[config.mk]
export PLATFORM = sky130hd
export DESIGN_NAME = rectangle_sbox_sequencer
export DESIGN_NICKNAME = d
export VERILOG_FILES = /design/src/rtl/rectangle_pkg.sv /design/src/rtl/rectangle_share_colreg.sv /design/src/rtl/rectangle_sbox_sequencer.sv
export SDC_FILE = /design/constraint.sdc
export NUM_CORES = 1
export LEC_CHECK = 0
export CAP_MARGIN = 20
export CORE_AREA = 2 2 171 173
export CTS_CLUSTER_SIZE = 10
export DETAILED_ROUTE_END_ITERATION = 12
export DIE_AREA = 0 0 173 175
export DONT_BUFFER_PORTS = 1
export GPL_TIMING_DRIVEN = 1
export PLACE_DENSITY = 0.66
export SLEW_MARGIN = 40
export SYNTH_ARGS = -nofsm -noshare
export SYNTH_HDL_FRONTEND = slang
export SYNTH_SLANG_ARGS = --single-unit
[constraint.sdc]
create_clock -name clk -period 1.6 [get_ports clk]
set_input_delay 0.16 -clock clk [delete_from_list [all_inputs] [get_ports clk]]
set_output_delay 0.16 -clock clk [all_outputs]
set_load 0.01 [all_outputs]
[src/rtl/rectangle_pkg.sv]
`default_nettype none
// ============================================================================
// Module      : rectangle_pkg
// Description : Shared definitions for the masked RECTANGLE S-box sequencer.
//               Holds the sequencer FSM encoding, the state geometry and the
//               column extract/insert helpers. The column nibble is
//               {row3[j], row2[j], row1[j], row0[j]}, where row r of a 64-bit
//               state is bits [16r+15:16r]. Also holds the plain RECTANGLE
//               S-box table, which is a reference table for benches and is
//               not used by the synthesizable datapath.
// Revision    : 1.0 - initial release
// ============================================================================
package rectangle_pkg;

    localparam int NCOL = 16;
    localparam int NROW = 4;

    typedef enum logic [1:0] {
        ST_IDLE  = 2'd0,
        ST_ISSUE = 2'd1,
        ST_DRAIN = 2'd2,
        ST_DONE  = 2'd3
    } state_t;

    localparam logic [3:0] C_RECT_SBOX [16] = '{
        4'h6, 4'h5, 4'hC, 4'hA, 4'h1, 4'hE, 4'h7, 4'h9,
        4'hB, 4'h0, 4'h3, 4'hD, 4'h8, 4'hF, 4'h4, 4'h2
    };

    // Gather bit j of each row into one nibble, row 0 in the LSB.
    function automatic logic [3:0] col_extract(input logic [63:0] s,
                                               input logic [3:0]  j);
        logic [3:0] nib;
        nib = 4'd0;
        for (int r = 0; r < NROW; r++) begin
            nib[r] = s[NCOL*r + int'(j)];
        end
        return nib;
    endfunction

    // Scatter a nibble back into bit j of each row; other bits untouched.
    function automatic logic [63:0] col_insert(input logic [63:0] s,
                                               input logic [3:0]  j,
                                               input logic [3:0]  nib);
        logic [63:0] res;
        res = s;
        for (int r = 0; r < NROW; r++) begin
            res[NCOL*r + int'(j)] = nib[r];
        end
        return res;
    endfunction

endpackage : rectangle_pkg
`default_nettype wire

[src/rtl/rectangle_share_colreg.sv]
`default_nettype none
// ============================================================================
// Module      : rectangle_share_colreg
// Description : One 64-bit share register with an indexed column read port
//               (combinational) and an indexed column write port. A bulk
//               load takes priority over a column write.
// Ports       : clk, rst        - clock, synchronous active-high reset
//               i_load          - load i_load_data into the whole register
//               i_rd_idx        - column index for o_rd_nib
//               i_wr_en         - write i_wr_nib into column i_wr_idx
//               o_q             - full register contents
// Revision    : 1.0 - initial release
// ============================================================================
module rectangle_share_colreg
    import rectangle_pkg::*;
(
    input  logic        clk,
    input  logic        rst,
    input  logic        i_load,
    input  logic [63:0] i_load_data,
    input  logic [3:0]  i_rd_idx,
    output logic [3:0]  o_rd_nib,
    input  logic        i_wr_en,
    input  logic [3:0]  i_wr_idx,
    input  logic [3:0]  i_wr_nib,
    output logic [63:0] o_q
);

    logic [63:0] r_share;

    always_ff @(posedge clk) begin
        if (rst) begin
            r_share <= 64'd0;
        end else if (i_load) begin
            r_share <= i_load_data;
        end else if (i_wr_en) begin
            r_share <= col_insert(r_share, i_wr_idx, i_wr_nib);
        end
    end

    assign o_rd_nib = col_extract(r_share, i_rd_idx);
    assign o_q      = r_share;

endmodule : rectangle_share_colreg
`default_nettype wire

[src/rtl/rectangle_sbox_sequencer.sv]
`default_nettype none
// ============================================================================
// Module      : rectangle_sbox_sequencer
// Description : Streams the 16 columns of a 3-share masked RECTANGLE state
//               through one external fixed-latency masked S-box, one column
//               per cycle in which fresh randomness is available, and writes
//               the returned shares back in place.
// Ports       : clk, rst                 - clock, synchronous active-high reset
//               in_valid/in_ready, s1..s3 - input state shares
//               rnd_valid/rnd_ready, rnd - per-column fresh randomness
//               sb_x1..sb_x3, sb_rnd     - column shares to the S-box
//               sb_y1..sb_y3             - S-box output shares (SB_LAT later)
//               out_valid/out_ready, t1..t3 - substituted state shares
// Parameters  : SB_LAT (1..8) S-box latency, RND_W random bits per column
// Revision    : 1.0 - initial release
// ============================================================================
module rectangle_sbox_sequencer
    import rectangle_pkg::*;
#(
    parameter int SB_LAT = 2,
    parameter int RND_W  = 12
) (
    input  logic             clk,
    input  logic             rst,
    input  logic             in_valid,
    output logic             in_ready,
    input  logic [63:0]      s1,
    input  logic [63:0]      s2,
    input  logic [63:0]      s3,
    input  logic             rnd_valid,
    input  logic [RND_W-1:0] rnd,
    output logic             rnd_ready,
    output logic [3:0]       sb_x1,
    output logic [3:0]       sb_x2,
    output logic [3:0]       sb_x3,
    output logic [RND_W-1:0] sb_rnd,
    input  logic [3:0]       sb_y1,
    input  logic [3:0]       sb_y2,
    input  logic [3:0]       sb_y3,
    output logic             out_valid,
    input  logic             out_ready,
    output logic [63:0]      t1,
    output logic [63:0]      t2,
    output logic [63:0]      t3
);

    state_t            r_state;
    logic [3:0]        r_issue_cnt;
    logic [3:0]        r_retire_cnt;
    // Bit k is set when the column issued k+1 cycles ago is a real one;
    // the MSB therefore flags that sb_y* carries a column to capture.
    logic [SB_LAT-1:0] r_vpipe;

    logic              w_load;
    logic              w_issue;
    logic              w_retire;

    logic [63:0]       w_s_in   [3];
    logic [3:0]        w_y      [3];
    logic [3:0]        w_rd_nib [3];
    logic [63:0]       w_q      [3];

    assign w_load   = (r_state == ST_IDLE) && in_valid;
    assign w_issue  = (r_state == ST_ISSUE) && rnd_valid;
    assign w_retire = r_vpipe[SB_LAT-1];

    assign w_s_in[0] = s1;
    assign w_s_in[1] = s2;
    assign w_s_in[2] = s3;
    assign w_y[0]    = sb_y1;
    assign w_y[1]    = sb_y2;
    assign w_y[2]    = sb_y3;

    // Each share lives in its own register; shares are never combined.
    // Writing column retire_cnt while reading column issue_cnt is safe
    // because a column is always retired after it has been issued.
    genvar g;
    generate
        for (g = 0; g < 3; g++) begin : g_share
            rectangle_share_colreg u_colreg (
                .clk         (clk),
                .rst         (rst),
                .i_load      (w_load),
                .i_load_data (w_s_in[g]),
                .i_rd_idx    (r_issue_cnt),
                .o_rd_nib    (w_rd_nib[g]),
                .i_wr_en     (w_retire),
                .i_wr_idx    (r_retire_cnt),
                .i_wr_nib    (w_y[g]),
                .o_q         (w_q[g])
            );
        end
    endgenerate

    always_ff @(posedge clk) begin
        if (rst) begin
            r_state      <= ST_IDLE;
            r_issue_cnt  <= 4'd0;
            r_retire_cnt <= 4'd0;
            r_vpipe      <= '0;
        end else begin
            r_vpipe[0] <= w_issue;
            for (int i = 1; i < SB_LAT; i++) begin
                r_vpipe[i] <= r_vpipe[i-1];
            end

            // The S-box never stalls, so capture happens in whatever state
            // the result arrives in.
            if (w_retire) begin
                r_retire_cnt <= r_retire_cnt + 4'd1;
            end

            case (r_state)
                ST_IDLE: begin
                    if (in_valid) begin
                        r_issue_cnt  <= 4'd0;
                        r_retire_cnt <= 4'd0;
                        r_state      <= ST_ISSUE;
                    end
                end
                ST_ISSUE: begin
                    if (rnd_valid) begin
                        r_issue_cnt <= r_issue_cnt + 4'd1;
                        if (r_issue_cnt == 4'(NCOL - 1)) begin
                            r_state <= ST_DRAIN;
                        end
                    end
                end
                ST_DRAIN: begin
                    if (w_retire && (r_retire_cnt == 4'(NCOL - 1))) begin
                        r_state <= ST_DONE;
                    end
                end
                ST_DONE: begin
                    if (out_ready) begin
                        r_state <= ST_IDLE;
                    end
                end
                default: begin
                    r_state <= ST_IDLE;
                end
            endcase
        end
    end

    assign in_ready  = (r_state == ST_IDLE);
    assign rnd_ready = (r_state == ST_ISSUE);
    assign out_valid = (r_state == ST_DONE);

    // S-box inputs are forced to zero except in an issuing cycle so that
    // masked data and randomness never linger on the S-box ports.
    assign sb_x1  = w_issue ? w_rd_nib[0] : 4'd0;
    assign sb_x2  = w_issue ? w_rd_nib[1] : 4'd0;
    assign sb_x3  = w_issue ? w_rd_nib[2] : 4'd0;
    assign sb_rnd = w_issue ? rnd : '0;

    // Partial results are only exposed once the whole layer is complete.
    assign t1 = out_valid ? w_q[0] : 64'd0;
    assign t2 = out_valid ? w_q[1] : 64'd0;
    assign t3 = out_valid ? w_q[2] : 64'd0;

endmodule : rectangle_sbox_sequencer
`default_nettype wire
# After elaboration in Yosys (flattened, before gate mapping)

Index checks and enable logic that the tools add are counted.
W data, S select, Z words.

Register bits after elaboration: 204
Bits in latches: 0
RAM bits: 0
Bits in read-only memories: 0
Bits of input ports: 221
Output and inout bits: 219
Memories: 0

Add/subtract/negate cells: 8
Multipliers: 0
Div/mod/pow operators: 0
Order comparisons: 12
Eq/ne operators: 10
Shift-type cells: 0
Muxes and demuxes: 78
Bitwise operators: 0
Reduce and logical (&&, ||, !) cells: 12

Operators with widths:

| kind                  | number |
|---|---|
| $bwmux W64            | 12 |
| $mux W64              | 9 |
| $lt A32 B8 Y1 const B | 6 |
| $ge A32 B1 Y1 const B | 3 |
| $bmux W1 S6           | 9 |
| $mux W4               | 8 |
| $add A6 B4 Y7 const A | 4 |
| $mux W1               | 25 |
| $demux W1 S6          | 3 |
| $lt A4 B7 Y1 const B  | 2 |
| $add A5 B4 Y6 const A | 2 |
| $bmux W1 S4           | 3 |
| $mux W12              | 1 |
| $mux W2               | 5 |
| $add A4 B1 Y4 const B | 2 |
| $eq A4 B4 Y1 const B  | 2 |
| $pmux W2 S4           | 1 |
| $pmux W4 S2           | 1 |
| $logic_and A1 B1 Y1   | 7 |
| $ne A2 B2 Y1 const B  | 3 |
| $reduce_and A5 Y1     | 1 |
| $demux W1 S4          | 1 |
| $eq A2 B2 Y1 const B  | 2 |
| $ge A4 B1 Y1 const B  | 1 |
| other kinds (5)       | 7 |

# Logic depth before layout (Yosys ltp)

Depth after elaboration: 10
Gate-level depth with buffers: 8

# Hierarchy

From an unflattened synthesis, not the netlist that was laid out.

Cell total of the unflattened synthesis: 1595
Area total of the unflattened synthesis: 13012.5 um^2

Modules (own cells, without submodules):

| module                                           | times used | cells each | area an instance (um^2) | seq. area each (um^2) |
|---|---|---|---|---|
| rectangle_share_colreg (g_share[1].u_colreg ...) | 2          | 428        | 3598.5                  | 1281.2 |
| rectangle_share_colreg (g_share[0].u_colreg)     | 1          | 428        | 3723.6                  | 1281.2 |
| rectangle_sbox_sequencer                         | 1          | 311        | 2092.0                  | 240.2 |

# Worst setup path after synthesis

No wires, ideal clock.

Kind: reg2out
Start: reg r_state[1]
End: out sb_x1[0]
Data arrival time: 1.630 ns
Data required time: 1.440 ns
Setup slack: -0.190 ns
Cell stages (with the launch flop): 9
Path buffers: 2
Path through: dfxtp_1 -> inv_1 -> ha_1 -> buf_2 -> nand2_1 -> nor3b_1 -> buf_2 -> a22oi_1 -> o21ai_0

Longest elaborated chain between the ends: 3

Ends and longest elaborated chain:

| item                     | RTL line                        | source |
|---|---|---|
| start: declaration       | rectangle_sbox_sequencer.sv:47  | `state_t r_state;` |
| start signal: assignment | rectangle_sbox_sequencer.sv:97  | `r_state <= ST_IDLE;` |
| start signal: assignment | rectangle_sbox_sequencer.sv:118 | `r_state <= ST_ISSUE;` |
| start signal: assignment | rectangle_sbox_sequencer.sv:125 | `r_state <= ST_DRAIN;` |
| $eq A2 B1 Y1             | -                               |  |
| named net rnd_ready      | rectangle_sbox_sequencer.sv:32  | `output logic rnd_ready,` |
| $logic_and A1 B1 Y1      | rectangle_sbox_sequencer.sv:64  | `assign w_issue = (r_state == ST_ISSUE) && rnd_valid;` |
| $mux W4                  | rectangle_sbox_sequencer.sv:152 | `assign sb_x1 = w_issue ? w_rd_nib[0] : 4'd0;` |
| end: declaration         | rectangle_sbox_sequencer.sv:33  | `output logic [3:0] sb_x1,` |

The timed path passes the listed nets, and every way through them passes these cells.

# Final worst setup path

Start: reg r_issue_cnt[0]
End: out sb_x2[1]

Longest elaborated chain between the ends: 5

Ends and longest elaborated chain:

| item                                        | RTL line                        | source |
|---|---|---|
| start: declaration                          | rectangle_sbox_sequencer.sv:48  | `logic [3:0] r_issue_cnt;` |
| start signal: assignment                    | rectangle_sbox_sequencer.sv:123 | `r_issue_cnt <= r_issue_cnt + 4'd1;` |
| $add A5 B4 Y6                               | rectangle_pkg.sv:36             | `nib[r] = s[NCOL*r + int'(j)];` |
| $bmux W1 S6                                 | rectangle_pkg.sv:36             |  |
| $mux W1 (not written as such) (2 in series) | rectangle_pkg.sv:36             |  |
| $mux W4                                     | rectangle_sbox_sequencer.sv:153 | `assign sb_x2 = w_issue ? w_rd_nib[1] : 4'd0;` |
| end: declaration                            | rectangle_sbox_sequencer.sv:34  | `output logic [3:0] sb_x2,` |

Every way passes these cells. The select of a mux whose other input is x is not followed.

==> results.md <==
- Status: complete, but fails checks
- Violated checks: hold timing, setup timing
- Post-synthesis cell type count: 35
- DR WL met2: 27.1 mm
- Placed cell area: 13,400 µm²
- IO Count: 440
- Max VDD drop: 0.000816 V
- CTS buffer count: 25
- Core ar.: 28,400 µm²
- Synth Flop Type: dfxtp_1
- Antenna Nets Post-Route: 0
- Vias per cell: 6.62
- RSZ-0062 raised after global routing: true
- Slew Limit Headroom: 78.1%
- R2r setup slk: -0.38 ns
- CP cell instances: buf_12 > buf_4 > mux4_2 > a22oi_2 > o21ai_1 > buf_4
- Most numerous cell in the Yosys netlist: mux2i_1
- Max-cap viol count: 0
- Post-synth EDFFs: 0
- Drt first pass iters: 5
- Port Buf Inserts: 0
- First-pass GRT wire length: 68.3 mm
- Fin crit share: 149%
- Leading area contributor after synthesis: dfxtp_1
- Die height: 175 µm
- Slowest CP cell: mux4_2
- Slew @ Worst Pin: 0.320 ns
- Layout Skew: 0.0156 ns
- HPWL after DPL: 31.3 mm
- Initial Utilization: 42.9%
- Pin count of the biggest net entering global routing: 204
- 1st-iter DRT viols: 1,163
- Final hold violations: 202
- Total Routing Usage GR: 29.7%
- Area grow syn2layout: 57.8%
- Yosys top cell area share: 33.6%
- Tmin final: 2.39 ns
- Synth Warn #: 0
- Register area share after synthesis: 33.6%
- Max layer used: met4
- Leakage: 7.66 nW
- Final setup violation count: 408
- Worst Setup Path Type: flip-flop to output pin
- Die width: 173 µm
- Mapped Cells: 1,289
- Worst skew pair latency: 0.53 ns
- CTS tree: built
- Worst-path clk slew: 0.06 ns
- Utilization after layout: 67.6%
- Synth area leaders: dfxtp_1, mux2i_1, a211oi_1, and2_1, mux4_2
- Metal1 wirelength: 22.0 mm
- Commonest cells in the netlist: mux2i_1, dfxtp_1, nor2_1
- Min Hold Slack: -0.295 ns
- Routed met3 length: 5.67 mm
- Max-slew violation count: 0
- CP endpoint kind: output pin
- Cell Pwr Density: 1400 nW/µm²
- Worst EP required: 1.44 ns
- Residual DRC count: 0
- Fin area: 19,200 µm²
- GPL Wtd Cong: 0.887
- Vias in the first global route: 10,400
- Final WS setup: -0.790 ns
- Via total after detailed routing: 12,000
- Max FO, Critical Path: 8
- Critical path's most frequent cell: buf_4
- Row count: 62
- Nets: 1,645
- Share of cells above drive strength 1: 66.0%
- Gr ovfl total: 0
- Die area: 30,300 µm²
- Worst min path class: input port to flip-flop
- WL final: 57.9 mm
- Routed len/inst: 32.0 µm
- H-Tree Depth: 1
- #FFs+latches synth: 204
- CTS Sinks: 204
- FMAX: 0.418 GHz
- Post-synth net total: 1,519
- Critical path startpoint category: flip-flop
- Arrival time of the worst setup path: 2.23 ns
- Asr flop ratio synth: 0%
- Avg Cell Area, Syn: 9.44 µm²
- Deepest clock path buffer count: 3
- Clock root buffer: clkbuf_16
- Largest stage delay, worst path: 0.51 ns
- Post-Synthesis Cell Area: 12,200 µm²
- Initial antenna violation count: 1
-- kinds of logic (layout without fill, tap and decap cells) --
logic type	after synthesis	count (layout)	share of synthesized area (%)
adder cells (fa/ha/maj)	9	9	0.925
buffers and inverters	143	274	5.65
multiplexers	254	254	25.8
XOR/XNOR	5	5	0.360
AO/OA/AOI/OAI	226	226	14.3
AND/OR/NAND/NOR	448	449	19.4
flip-flops	204	204	33.6
other	0	1	0
-- layout make-up --
type / instances / area (µm²)
timing repair buffer: 236 / 3730
tap: 384 / 480
sequential: 204 / 4100
clock inverter: 2 / 35.0
antenna: 1 / 2.50
multi-input combinational: 943 / 10200
fill: 1952 / 9190
clock buffer: 31 / 678
inverter: 5 / 23.8
-- path summary, 6_finish.rpt --
kind / startpoint / end / cells past startpoint
max: r_issue_cnt[0] / sb_x2[1] / 6
min: rst / g_share[1].u_colreg.o_q[19] / 1
max reg2reg: r_state[0] / r_state[0] / 9
min reg2reg: g_share[0].u_colreg.o_q[23] / g_share[0].u_colreg.o_q[23] / 2
-- critical path: cells and delay by family (launching register included) --
family	cells	cell delay [ns]
DFF	1	0.40
muxes	1	0.51
AOI/OAI and AO/OA	2	0.34
buffers and inverters	3	0.45
-- report_power, final --
| group | internal, mW | leakage [nW] | switching (mW) | total (mW) |
|---|---|---|---|---|
| Combinational | 7.16 | 5.62 | 6.53 | 13.7 |
| Clock | 3.08 | 0.351 | 2.23 | 5.31 |
| Sequential | 6.52 | 1.69 | 1.39 | 7.91 |
-- sequential cells by signal (all words and copies together), names as in the netlist --
| register | flops |
|---|---|
| r_vpipe | 2 |
| r_retire_cnt | 4 |
| g_share.u_colreg.o_q | 192 |
| r_state | 2 |
| r_issue_cnt | 4 |
-- cell usage in the layout, fill, tap and decap left out, types with 11 or more instances in the layout --
cell	instances
dfxtp_1	198
buf_12	53
mux4_2	48
and2_4	192
buf_4	75
and3_4	12
o21ai_1	11
buf_16	22
buf_6	28
nor2_4	128
clkbuf_16	60
mux2i_1	203
a211oi_2	182
buf_8	15
nor2_2	59
-- stage by stage --
stage / hold slack, ns / worst slack (ns) / std cells / TNS (ns) / power, mW
6_report: -0.295 / -0.790 / 1806 / -163.79 / 26.9
2_1_floorplan: 0.343 / -0.0588 / 1289 / -2.43 / 12.0
4_1_cts: -0.287 / -0.738 / 1734 / -134.56 / 20.5
3_3_place_gp: 0.255 / -0.194 / 1663 / -2.75 / 14.0
5_1_grt: -0.305 / -0.836 / 1806 / -179.84 / 27.8
3_5_place_dp: 0.260 / -0.196 / 1663 / -9.62 / 14.2
-- layer usage --
metal / vias to the layer above / track usage, %
li1: 4895 / -
met2: 915 / 48.3
met1: 5919 / 37.8
met5: - / 0
met4: 0 / 9.75
met3: 221 / 8.86
-- what timing repair did --
action / CTS / global route
pin swaps: 20 / 42
gates resized for setup: 156 / 730
buffers inserted: 20 / 23
cloned: 16 / 51
hold buffers: 2 / 6
endpoints found under the setup margin: 409 / 420
hold endpoints to repair: 204 / 202
Power figures use the tool's default switching activity.
